### config.mk
export PLATFORM = sky130hd
export DESIGN_NAME = fifo_sp_ctrl
export DESIGN_NICKNAME = d
export VERILOG_FILES = /design/src/rtl/fifo_ctrl_pkg.sv /design/src/rtl/fifo_ptr.sv /design/src/rtl/fifo_sp_ctrl.sv
export SDC_FILE = /design/constraint.sdc
export NUM_CORES = 1
export LEC_CHECK = 0
export ABC_AREA = 1
export BUFFER_PORTS_ARGS = -buffer_cell sky130_fd_sc_hd__clkbuf_2
export CORE_MARGIN = 4
export CORE_UTILIZATION = 32
export CTS_BUF_LIST = sky130_fd_sc_hd__clkbuf_4 sky130_fd_sc_hd__clkbuf_8
export CTS_CLUSTER_DIAMETER = 30
export CTS_CLUSTER_SIZE = 24
export DETAILED_ROUTE_END_ITERATION = 8
export GPL_TIMING_DRIVEN = 1
export SYNTH_ARGS = -nofsm -noshare
export SYNTH_HDL_FRONTEND = slang
export SYNTH_SLANG_ARGS = --single-unit
### constraint.sdc
create_clock -name CLK -period 7.2 [get_ports CLK]
set_input_delay 0 -clock CLK [delete_from_list [all_inputs] [get_ports CLK]]
set_output_delay 0 -clock CLK [all_outputs]
set_load 0.02 [all_outputs]
### src/rtl/fifo_ctrl_pkg.sv
// Shared encodings for the single-port FIFO controller.
// FSM state and arbitration-priority codes.
package fifo_ctrl_pkg;

  localparam logic ST_IDLE   = 1'b0;
  localparam logic ST_RD_CAP = 1'b1;

  localparam logic PRI_WR = 1'b0;
  localparam logic PRI_RD = 1'b1;

endpackage

### src/rtl/fifo_ptr.sv
// Circular RAM pointer with increment enable.
// Wraps at MEM_SIZE-1, so non-power-of-2 depths work.
module fifo_ptr #(
  parameter int ADDR_WIDTH = 8,
  parameter int MEM_SIZE   = 256
) (
  input  logic                  clk,
  input  logic                  rst,
  input  logic                  inc,
  output logic [ADDR_WIDTH-1:0] ptr
);

  localparam logic [ADDR_WIDTH-1:0] LAST = ADDR_WIDTH'(MEM_SIZE - 1);

  always_ff @(posedge clk) begin
    if (rst) begin
      ptr <= '0;
    end else if (inc) begin
      ptr <= (ptr == LAST) ? '0 : ptr + 1'b1;
    end
  end

endmodule

### src/rtl/fifo_sp_ctrl.sv
// FIFO controller over a single-port RAM with registered read.
// Writes and head prefetches share the port under alternating priority.
module fifo_sp_ctrl
  import fifo_ctrl_pkg::*;
#(
  parameter int ADDR_WIDTH = 8,
  parameter int DATA_WIDTH = 10,
  parameter int MEM_SIZE   = 256
) (
  input  logic                  CLK,
  input  logic                  RST,
  input  logic                  PUSH_VALID,
  input  logic [DATA_WIDTH-1:0] PUSH_DATA,
  output logic                  PUSH_READY,
  output logic                  POP_VALID,
  output logic [DATA_WIDTH-1:0] POP_DATA,
  input  logic                  POP_READY,
  output logic [ADDR_WIDTH:0]   COUNT,
  output logic                  FULL,
  output logic                  EMPTY,
  output logic [ADDR_WIDTH-1:0] RAM_ADDR,
  output logic [DATA_WIDTH-1:0] RAM_DIN,
  output logic                  RAM_EN,
  output logic                  RAM_WE,
  input  logic [DATA_WIDTH-1:0] RAM_DOUT
);

  localparam logic [ADDR_WIDTH:0] CNT_MAX =
    (ADDR_WIDTH + 1)'(MEM_SIZE);

  logic                  state;
  logic                  state_nx;
  logic                  pri;
  logic [ADDR_WIDTH:0]   ram_cnt;
  logic                  pop_valid_q;
  logic [DATA_WIDTH-1:0] pop_data_q;
  logic [ADDR_WIDTH-1:0] wr_ptr;
  logic [ADDR_WIDTH-1:0] rd_ptr;
  logic                  read_need;
  logic                  push_ready;
  logic                  grant_wr;
  logic                  grant_rd;
  logic                  cap;

  assign FULL      = (ram_cnt == CNT_MAX);
  assign read_need = (ram_cnt != '0) &&
                     (!pop_valid_q || POP_READY);
  assign cap       = !RST && (state == ST_RD_CAP);

  always_comb begin
    state_nx   = state;
    push_ready = 1'b0;
    grant_wr   = 1'b0;
    grant_rd   = 1'b0;
    RAM_EN     = 1'b0;
    RAM_WE     = 1'b0;
    RAM_ADDR   = rd_ptr;
    if (!RST) begin
      unique case (state)
        ST_IDLE: begin
          push_ready = !FULL &&
                       !(read_need && pri == PRI_RD);
          grant_wr   = PUSH_VALID && push_ready;
          grant_rd   = read_need && !grant_wr;
          if (grant_wr) begin
            RAM_EN   = 1'b1;
            RAM_WE   = 1'b1;
            RAM_ADDR = wr_ptr;
          end else if (grant_rd) begin
            RAM_EN   = 1'b1;
            state_nx = ST_RD_CAP;
          end
        end
        ST_RD_CAP: begin
          RAM_EN   = 1'b1;
          state_nx = ST_IDLE;
        end
      endcase
    end
  end

  always_ff @(posedge CLK) begin
    if (RST) begin
      state       <= ST_IDLE;
      pri         <= PRI_WR;
      ram_cnt     <= '0;
      pop_valid_q <= 1'b0;
      pop_data_q  <= '0;
    end else begin
      state <= state_nx;
      if (grant_wr) pri <= PRI_RD;
      if (cap)      pri <= PRI_WR;
      // a write and a capture never share a cycle
      if (grant_wr)  ram_cnt <= ram_cnt + 1'b1;
      else if (cap)  ram_cnt <= ram_cnt - 1'b1;
      if (cap) begin
        pop_valid_q <= 1'b1;
        pop_data_q  <= RAM_DOUT;
      end else if (pop_valid_q && POP_READY) begin
        pop_valid_q <= 1'b0;
      end
    end
  end

  fifo_ptr #(
    .ADDR_WIDTH(ADDR_WIDTH),
    .MEM_SIZE  (MEM_SIZE)
  ) u_wr_ptr (
    .clk(CLK),
    .rst(RST),
    .inc(grant_wr),
    .ptr(wr_ptr)
  );

  fifo_ptr #(
    .ADDR_WIDTH(ADDR_WIDTH),
    .MEM_SIZE  (MEM_SIZE)
  ) u_rd_ptr (
    .clk(CLK),
    .rst(RST),
    .inc(cap),
    .ptr(rd_ptr)
  );

  assign PUSH_READY = push_ready;
  assign POP_VALID  = pop_valid_q;
  assign POP_DATA   = pop_data_q;
  assign COUNT      = ram_cnt + (ADDR_WIDTH + 1)'(pop_valid_q);
  assign EMPTY      = (COUNT == '0);
  assign RAM_DIN    = PUSH_DATA;

endmodule

After elaboration in Yosys (flattened, before gate mapping)
Index checks and enable logic that the tools add are counted.

storage, ports and cells
  bits in registers = 38
  output and inout port bits = 43
  logic and storage cells = 56

operators by class
  $add $sub $neg = 5
  equal/unequal tests = 3
  mux-type cells = 22
  bitwise gates (word level) = 1
  reduce and logical (&&, ||, !) cells = 18

operators with widths
  operator                                                             count
  8-bit 2-to-1 mux                                                     5
  9-bit 2-to-1 mux                                                     2
  8-bit by 1-bit adder with 8-bit output (second input constant)       2
  8-bit == test (second input constant)                                2
  1-bit 2-to-1 mux                                                     13
  9-bit by 1-bit adder with 9-bit output                               1
  9-bit by 1-bit adder with 9-bit output (second input constant)       1
  9-bit == test (second input constant)                                1
  9-bit logical NOT                                                    1
  9-bit nonzero test                                                   1
  9-bit by 1-bit subtractor with 9-bit output (second input constant)  1
  1-bit logical AND                                                    7
  1-bit logical NOT                                                    5
  1-bit one-hot mux with 2 select lines                                2
  2-bit nonzero test                                                   2
  2-bit OR reduction                                                   1
  1-bit logical OR                                                     1
  1-bit inverter                                                       1

Longest topological paths before layout
Gate-level depths: netlist of run 1.

  depth after elaboration = 13
  mapped depth = 16
  gate-level depth less buffers = 15

By module
Synthesis of run 1 repeated with hierarchy kept, for this count alone.

second synthesis, totals
  cell total of the unflattened synthesis = 318
  area, all modules = 2328.5 um^2

by module, submodules not included
  module        times used  cells each  area an instance (um^2)  sequential area each (um^2)
  fifo_sp_ctrl  1           202         1542.7                   440.4
  fifo_ptr      2           58          392.9                    160.2

Worst setup path before layout of run 1
OpenSTA, ideal clock, no wires.

  path kind = reg-to-reg
  from = register ram_cnt[2]
  to = register ram_cnt[8]
  arrival time = 2.355 ns
  path slack = 4.730 ns
  stages on the path, launching flop included = 16
  path buffers = 1
  path through = dfxtp_1 > nor2_1 > nand2_1 > nor2_2 > nand2_2 > nand3_2 > nand4_2 > buf_2 > ha_1 > a21oi_1 > o21ai_0 > nand2_1 > o21ai_0 > or2_2 > a21oi_1 > nor2_1

between the ends
  cells in the longest elaborated chain, start to end = 9
  elaborated cells on any way between the ends = 15
  classes of those cells = 2 x add/sub; 1 x eq/ne; 4 x mux; 8 x reduce/logical

RTL lines
  element                                                                              line                text
  start: declaration                                                                   fifo_sp_ctrl.sv:34  logic [ADDR_WIDTH:0] ram_cnt;
  start signal: assignment                                                             fifo_sp_ctrl.sv:94  if (grant_wr) ram_cnt <= ram_cnt + 1'b1;
  start signal: assignment                                                             fifo_sp_ctrl.sv:95  else if (cap) ram_cnt <= ram_cnt - 1'b1;
  branches (longest 9 deep; another with 9-bit by 1-bit subtractor with 9-bit output)  n/a

Parallel ways; which one is timed is not known. The select of a mux whose other input is x is not followed.
A chain may end at the register's enable or synchronous reset.

Final worst setup path of run 1
  from = input port RST
  to = register ram_cnt[8]

between the ends
  cells in the longest elaborated chain, start to end = 3
  elaborated cells on any way between the ends = 5
  classes of those cells = 2 x mux; 3 x reduce/logical

RTL lines
  element                              line                text
  start: declaration                   fifo_sp_ctrl.sv:11  input logic RST,
  1-bit logical NOT                    n/a
  1-bit logical AND                    fifo_sp_ctrl.sv:48  assign cap = !RST && (state == ST_RD_CAP);
  2-bit nonzero test (no source line)  n/a

Parallel ways exist; a longest one is shown, timed or not.

==> results of run 1 <==
## what timing repair did
item                                   4_1_cts  5_1_grt
hold buffers                                11        0
gates resized for setup                      0        0
endpoints found under the hold margin       11        0
setup buffers                                0        0
## sequential cells by signal, indices dropped and copies added, names as in the netlist
| signal | count |
|---|---|
| POP_DATA | 10 |
| POP_VALID | 1 |
| pri | 1 |
| ram_cnt | 9 |
| state | 1 |
| u_rd_ptr.ptr | 8 |
| u_wr_ptr.ptr | 8 |
## cells in the final DEF (no fill, tap or decap), types with 10 or more instances in the layout
cell type      instances
nor2_1                41
inv_1                 30
ha_1                  11
dlygate4sd3_1         11
clkbuf_2              46
o21ai_0               22
dfxtp_1               38
a22o_1                10
nand3_1               15
nand2_1               52
xor2_1                10
a21oi_1               15
## metal layers
| metal | up-vias | global-route usage, % | part of all wire [%] |
|---|---|---|---|
| met5 | - | 0 | 0 |
| met4 | 0 | 4.146 | 1.2 |
| met3 | 5 | 3.281 | 5.3 |
| met2 | 51 | 21.61 | 47 |
| met1 | 916 | 16.04 | 46 |
| li1 | 1078 | - | - |
## final timing paths
path,from,to,slack (ns),cells past startpoint
worst min-delay path,PUSH_DATA[3],RAM_DIN[3],0.000008,0
worst max register to register,state$_SDFF_PP0_,ram_cnt[8]$_SDFFE_PP0P_,3.69,11
worst max-delay path,RST,ram_cnt[8]$_SDFFE_PP0P_,3.54,13
worst min register to register,pri$_SDFFE_PP0P_,pri$_SDFFE_PP0P_,0.47,2
## power by group through the flow
stage / clock network, uW / logic, uW / registers, uW
3_5_place_dp: 0 / 515 / 309
2_1_floorplan: 0 / 397 / 314
3_3_place_gp: 0 / 512 / 310
5_1_grt: 168 / 591 / 313
4_1_cts: 159 / 522 / 306
6_report: 154 / 521 / 307
## layout make-up
type	count	area, um^2	share of cell area, %
Tap cell	96	120.1	4.482
Sequential cell	38	760.7	28.38
Clock buffer	6	82.58	3.081
Inverter	31	116.4	4.342
Clock inverter	2	12.51	0.4669
Timing Repair Buffer	57	340.3	12.70
Multi-Input combinational cell	216	1247	46.55
## cells by family after synthesis
group / count (synthesis)
buffers and inverters: 48
DFF: 38
xor gates and xnor gates: 15
and+or+nand+nor: 132
AOI/OAI and AO/OA: 57
adders and majority gates: 12
## stage by stage
stage / total power [uW] / instances / area [um^2] / setup WS, ns / hold slack, ns
5_1_grt: 1071 / 446 / 2680 / 3.087 / 0.00002927
6_report: 981.8 / 446 / 2680 / 3.543 / 0.000007538
2_1_floorplan: 710.3 / 302 / 2240 / 4.730 / 0.1126
4_1_cts: 986.8 / 446 / 2680 / 3.559 / 0.0001367
3_5_place_dp: 824.0 / 427 / 2475 / 3.733 / 0.0001367
3_3_place_gp: 822.0 / 427 / 2475 / 3.812 / 0.0001367
## critical path: cells and delay by family
family | cells | cell delay [ns]
adders and majority gates | 1 | 0.66
buffers and inverters | 2 | 0.73
AOI/OAI and AO/OA | 2 | 0.49
and+or+nand+nor | 8 | 1.95
==> impl_metrics.py, run 1 <==
metrics = {
    "outcome": {
        "outcome": "completed",
    },
    "synth": {
        "synth_compound_area_share_pct": 15.59,
        "ys_dominant_reg_cell": "dfxtp_1",
        "ys_seq_area_share_pct": 33.97,
        "avgSynthCellArea_um2": 7.416,
        "synthesis.area_um2": 2240,
        "yosys_warnings": 0,
        "synth-async-reset-ratio_pct": 0,
        "synth_fa_ha_area_share_pct": 7.039,
        "syn-num-nets": 338,
        "synth_top_cell_area_share_pct": 33.97,
        "synthXorXnorAreaFrac_pct": 5.866,
        "ys_top_cells_by_count": "nand2_1, nor2_1, dfxtp_1, inv_1, o21ai_0",
        "synth_edf_count": 0,
        "synthMuxAreaShare_pct": 0,
        "postSynthCellCount": 302,
        "yosys.area_share.simple_pct": 27.21,
        "yosysTopAreaCell": "dfxtp_1",
        "yosysMostFrequentCell": "nand2_1",
        "ys_seq_elements": 38,
        "ys_top_cells_by_area": "dfxtp_1, nand2_1, nor2_1",
        "synth_top_family_by_area": "simple AND/OR/NAND/NOR gates",
        "synth_cell_types": 37,
    },
    "timing": {
        "finalSetupViolCount": 0,
        "setup_tns_ns": 0,
        "skew_ns": 0.005227,
        "rsz0062_at_grt": "no",
        "fmaxAchievable_mhz": 273.4,
        "period_share_pct": 50.79,
        "slew_headroom_pct": 39.79,
        "hold_viol_final": 0,
        "tightest_slew_ns": 0.8998,
        "slew_viol_final": 0,
        "finalCriticalPeriod_ns": 3.657,
    },
    "worst_setup_path": {
        "worst-path-max-fanout": 28,
        "cp-start-kind": "primary input",
        "critPathMaxStageDelay_ns": 0.73,
        "end_kind": "flop",
        "critPathRequiredTime_ns": 7.39,
        "path_common_cell": "nand2_1",
        "slowest_stage": "nor2_1",
        "crit_chain": "dlygate4sd3_1 -> clkbuf_2 -> nor2_1 -> nand4_2 -> ha_1 -> nand2_1 -> o21ai_0 -> nand2_1 -> o21ai_0 -> or2_2 -> nand3_1 -> nand2_1 -> nor2_1",
        "path_class": "primary input to flop",
        "arrival_ns": 3.85,
    },
    "detailed_routing": {
        "viasPerCell": 4.596,
        "wirelength_um": 5282,
        "drt_iter0_drc": 147,
        "drc_errors": 0,
        "drtPass1Iterations": 4,
        "vias": 2050,
        "routedWlPerCell_um": 11.84,
        "ant_nets": 0,
    },
    "pwr": {
        "p_seq_share_pct": 31.2,
        "p_switching_uw": 456.0,
        "power_frac_clock_pct": 15.7,
        "leakagePower_uw": 0.001219,
        "comb_power_share_pct": 53.1,
        "switching_share_pct": 46.45,
        "peakVddDrop_v": 0.0001625,
        "powerDensity_nw_per_um2": 366.3,
        "p_int_uw": 525.8,
    },
    "min_path": {
        "hold_path.class": "primary input to output port",
    },
    "placement": {
        "portBuffers": 46,
        "routabilityCongestion": 0.8330,
        "dp_hpwl_um": 3948,
    },
    "final_layout": {
        "fillers": 721,
        "final_core_util_pct": 39.45,
        "synthToLayoutAreaGrowth_pct": 19.66,
        "final_layout_size_suffix_gt1_share_pct": 20.57,
        "diodes": 0,
        "fin_nets": 385,
    },
    "flow_run": {
        "maxCapViolations": 0,
    },
    "clock_tree": {
        "h-tree-depth": 2,
        "insertion_delay_ns": 0.29,
        "cts_tree": "yes",
        "clock-sinks": 38,
        "cts_inserted_buffers": 5,
        "clockBufferDepth": 2,
        "clk_pin_slew_worst_paths_ns": 0.08,
        "clock-root-buffer": "clkbuf_8",
    },
    "floorplan": {
        "io_pins": 67,
        "die_y_um": 91.66,
        "die-area_um2": 8402,
        "core_area_um2": 6794,
        "start_util_pct": 32.97,
        "chipWidth_um": 91.66,
        "row_count": 30,
    },
    "grt": {
        "overflow": 0,
        "grt_pass1_wl_um": 8963,
        "antenna_found_initial": 0,
        "grt_util_all_layers_pct": 12.87,
        "grt_pass1_vias": 1937,
        "grt_max_degree": 29,
    },
}
No activity file was read; power rests on OpenSTA's default activity.
==> run 2, diff against run 1 <==
clock period = 3 ns   (was 7.2 ns; I/O delays follow)
==> impl_metrics.py, run 2 (synthesis gave the netlist of run 1 again) <==
metrics = {
    "worst_setup_path": {
        "ff2ff_setup_slack_ns": 0.34,
        "cp-start-kind": "flop",
        "path_common_cell": "nand2_1",
        "slowest_stage": "fa_1",
        "startpoint": "ram_cnt[2]$_SDFFE_PP0P_",
        "worst-path-max-fanout": 7,
        "arrival_ns": 2.84,
        "crit_end": "ram_cnt[8]$_SDFFE_PP0P_",
        "critPathRequiredTime_ns": 3.18,
        "r2r_start": "ram_cnt[2]$_SDFFE_PP0P_",
        "path_class": "flop to flop",
        "critPathMaxStageDelay_ns": 0.46,
        "regToRegEndpoint": "ram_cnt[8]$_SDFFE_PP0P_",
        "crit_chain": "nor2_1 -> nand2_1 -> nor2_2 -> nand2_1 -> nand3_2 -> nor2_4 -> fa_1 -> o21ai_0 -> nand2_1 -> o21ai_0 -> or2_2 -> nand3_1 -> nand2_1 -> nor2_1",
        "reg2reg_depth": 14,
        "end_kind": "flop",
    },
    "floorplan": {
        "die_y_um": 91.66,
        "core_area_um2": 6794,
        "chipWidth_um": 91.66,
        "die-area_um2": 8402,
        "io_pins": 67,
        "row_count": 30,
        "start_util_pct": 32.97,
    },
    "final_layout": {
        "diodes": 0,
        "final_layout_size_suffix_gt1_share_pct": 21.88,
        "largest_register_ffs": 10,
        "final_common_cell": "nand2_1",
        "fin_nets": 387,
        "final_cell_area_um2": 2726,
        "final_cells": 448,
        "synthToLayoutAreaGrowth_pct": 21.73,
        "final_cell_mix": "nand2_1, clkbuf_2, nor2_1",
    },
    "pwr": {
        "switching_share_pct": 46.22,
        "power_frac_clock_pct": 15.1,
        "total_power_uw": 2416,
        "peakVddDrop_v": 0.0003788,
        "p_seq_share_pct": 30.6,
        "powerDensity_nw_per_um2": 886.2,
        "leakagePower_uw": 0.001230,
        "comb_power_share_pct": 54.3,
        "p_switching_uw": 1117,
        "p_int_uw": 1299,
    },
    "timing": {
        "finalCriticalPeriod_ns": 2.656,
        "fmaxAchievable_mhz": 376.5,
        "slew_headroom_pct": 73.79,
        "hold_viol_final": 0,
        "skew_ns": 0.007918,
        "slew_viol_final": 0,
        "tightest_slew_ns": 0.3927,
        "finalSetupViolCount": 0,
        "setup_tns_ns": 0,
        "period_share_pct": 88.55,
        "hold-worst-slack_ns": 0.000007538,
        "rsz0062_at_grt": "no",
    },
    "clock_tree": {
        "cts_inserted_buffers": 5,
        "insertion_delay_ns": 0.28,
        "clock-sinks": 38,
        "h-tree-depth": 2,
        "clock-root-buffer": "clkbuf_8",
        "cts_setup_buffers": 0,
        "clockBufferDepth": 2,
        "clk_pin_slew_worst_paths_ns": 0.08,
        "cts_tree": "yes",
    },
    "grt": {
        "grt_pass1_wl_um": 9087,
        "antenna_found_initial": 0,
        "grt_max_degree": 22,
        "overflow": 0,
        "grt_pass1_vias": 1975,
        "grt_util_all_layers_pct": 12.97,
    },
    "placement": {
        "routabilityCongestion": 0.8400,
        "place_inst": 430,
        "dpl_cell_area_um2": 2497,
        "dp_hpwl_um": 3986,
        "portBuffers": 46,
    },
    "detailed_routing": {
        "routedWlPerCell_um": 11.82,
        "ant_nets": 0,
        "vias": 2048,
        "drt_iter0_drc": 61,
        "wirelength_um": 5295,
        "viasPerCell": 4.571,
        "drc_errors": 0,
        "drtPass1Iterations": 4,
    },
    "outcome": {
        "outcome": "completed",
    },
    "min_path": {
        "hold_path.class": "primary input to output port",
    },
    "flow_run": {
        "maxCapViolations": 0,
    },
}
run 2: final cells by class:
cell class | instances | area, um^2
clock inverters | 2 | 12.51
flip-flops and latches | 38 | 760.7
repair buffers | 59 | 352.8
fillers | 689 | 4068
inverters | 31 | 116.4
clock buffers | 6 | 82.58
multi-input cells | 216 | 1281
well taps | 96 | 120.1
run 2: metal layers:
| layer | vias to the layer above | wire length [um] | track usage [%] |
|---|---|---|---|
| li1 | 1087 | - | - |
| met3 | 10 | 222 | 2.789 |
| met1 | 909 | 2449 | 16.19 |
| met4 | 0 | 76 | 3.769 |
| met2 | 42 | 2546 | 22.34 |
| met5 | - | 0 | 0 |
run 2: timing repair:
action / 4_1_cts / 5_1_grt
hold buffers: 10 / 0
endpoints found under the setup margin: 0 / 1
endpoints found under the hold margin: 10 / 0
gates resized for setup: 0 / 4
run 2: worst min-delay path by stage:
| stage | startpoint | end | cells after the start |
|---|---|---|---|
| 2_1_floorplan | PUSH_DATA[0] | RAM_DIN[0] | 1 |
| 3_3_place_gp | PUSH_DATA[6] | RAM_DIN[6] | 0 |
| 3_5_place_dp | PUSH_DATA[6] | RAM_DIN[6] | 0 |
| 4_1_cts | PUSH_DATA[6] | RAM_DIN[6] | 0 |
| 5_1_grt | PUSH_DATA[8] | RAM_DIN[8] | 0 |
| 6_report | PUSH_DATA[3] | RAM_DIN[3] | 0 |
run 2: power groups by stage:
stage	clock network (uW)	logic [uW]	registers [uW]
3_5_place_dp	0	1260	740
5_1_grt	401	1480	756
6_report	366	1310	738
3_3_place_gp	0	1260	742
2_1_floorplan	0	952	753
4_1_cts	378	1280	731
run 2: through the flow:
step	utilization (%)	worst slack (ns)
after global placement	36.76	0.4157
final	40.13	0.3436
after CTS	39.63	0.2792
after floorplan	-	0.5296
after detailed placement	36.76	0.2970
after global routing	40.13	0.02928
run 2: critical path: cells and delay by family, from the launching register on:
family,cells,cell delay [ns]
fa+ha+maj,1,0.46
simple gates,11,1.17
compound gates,2,0.52
flops,1,0.40
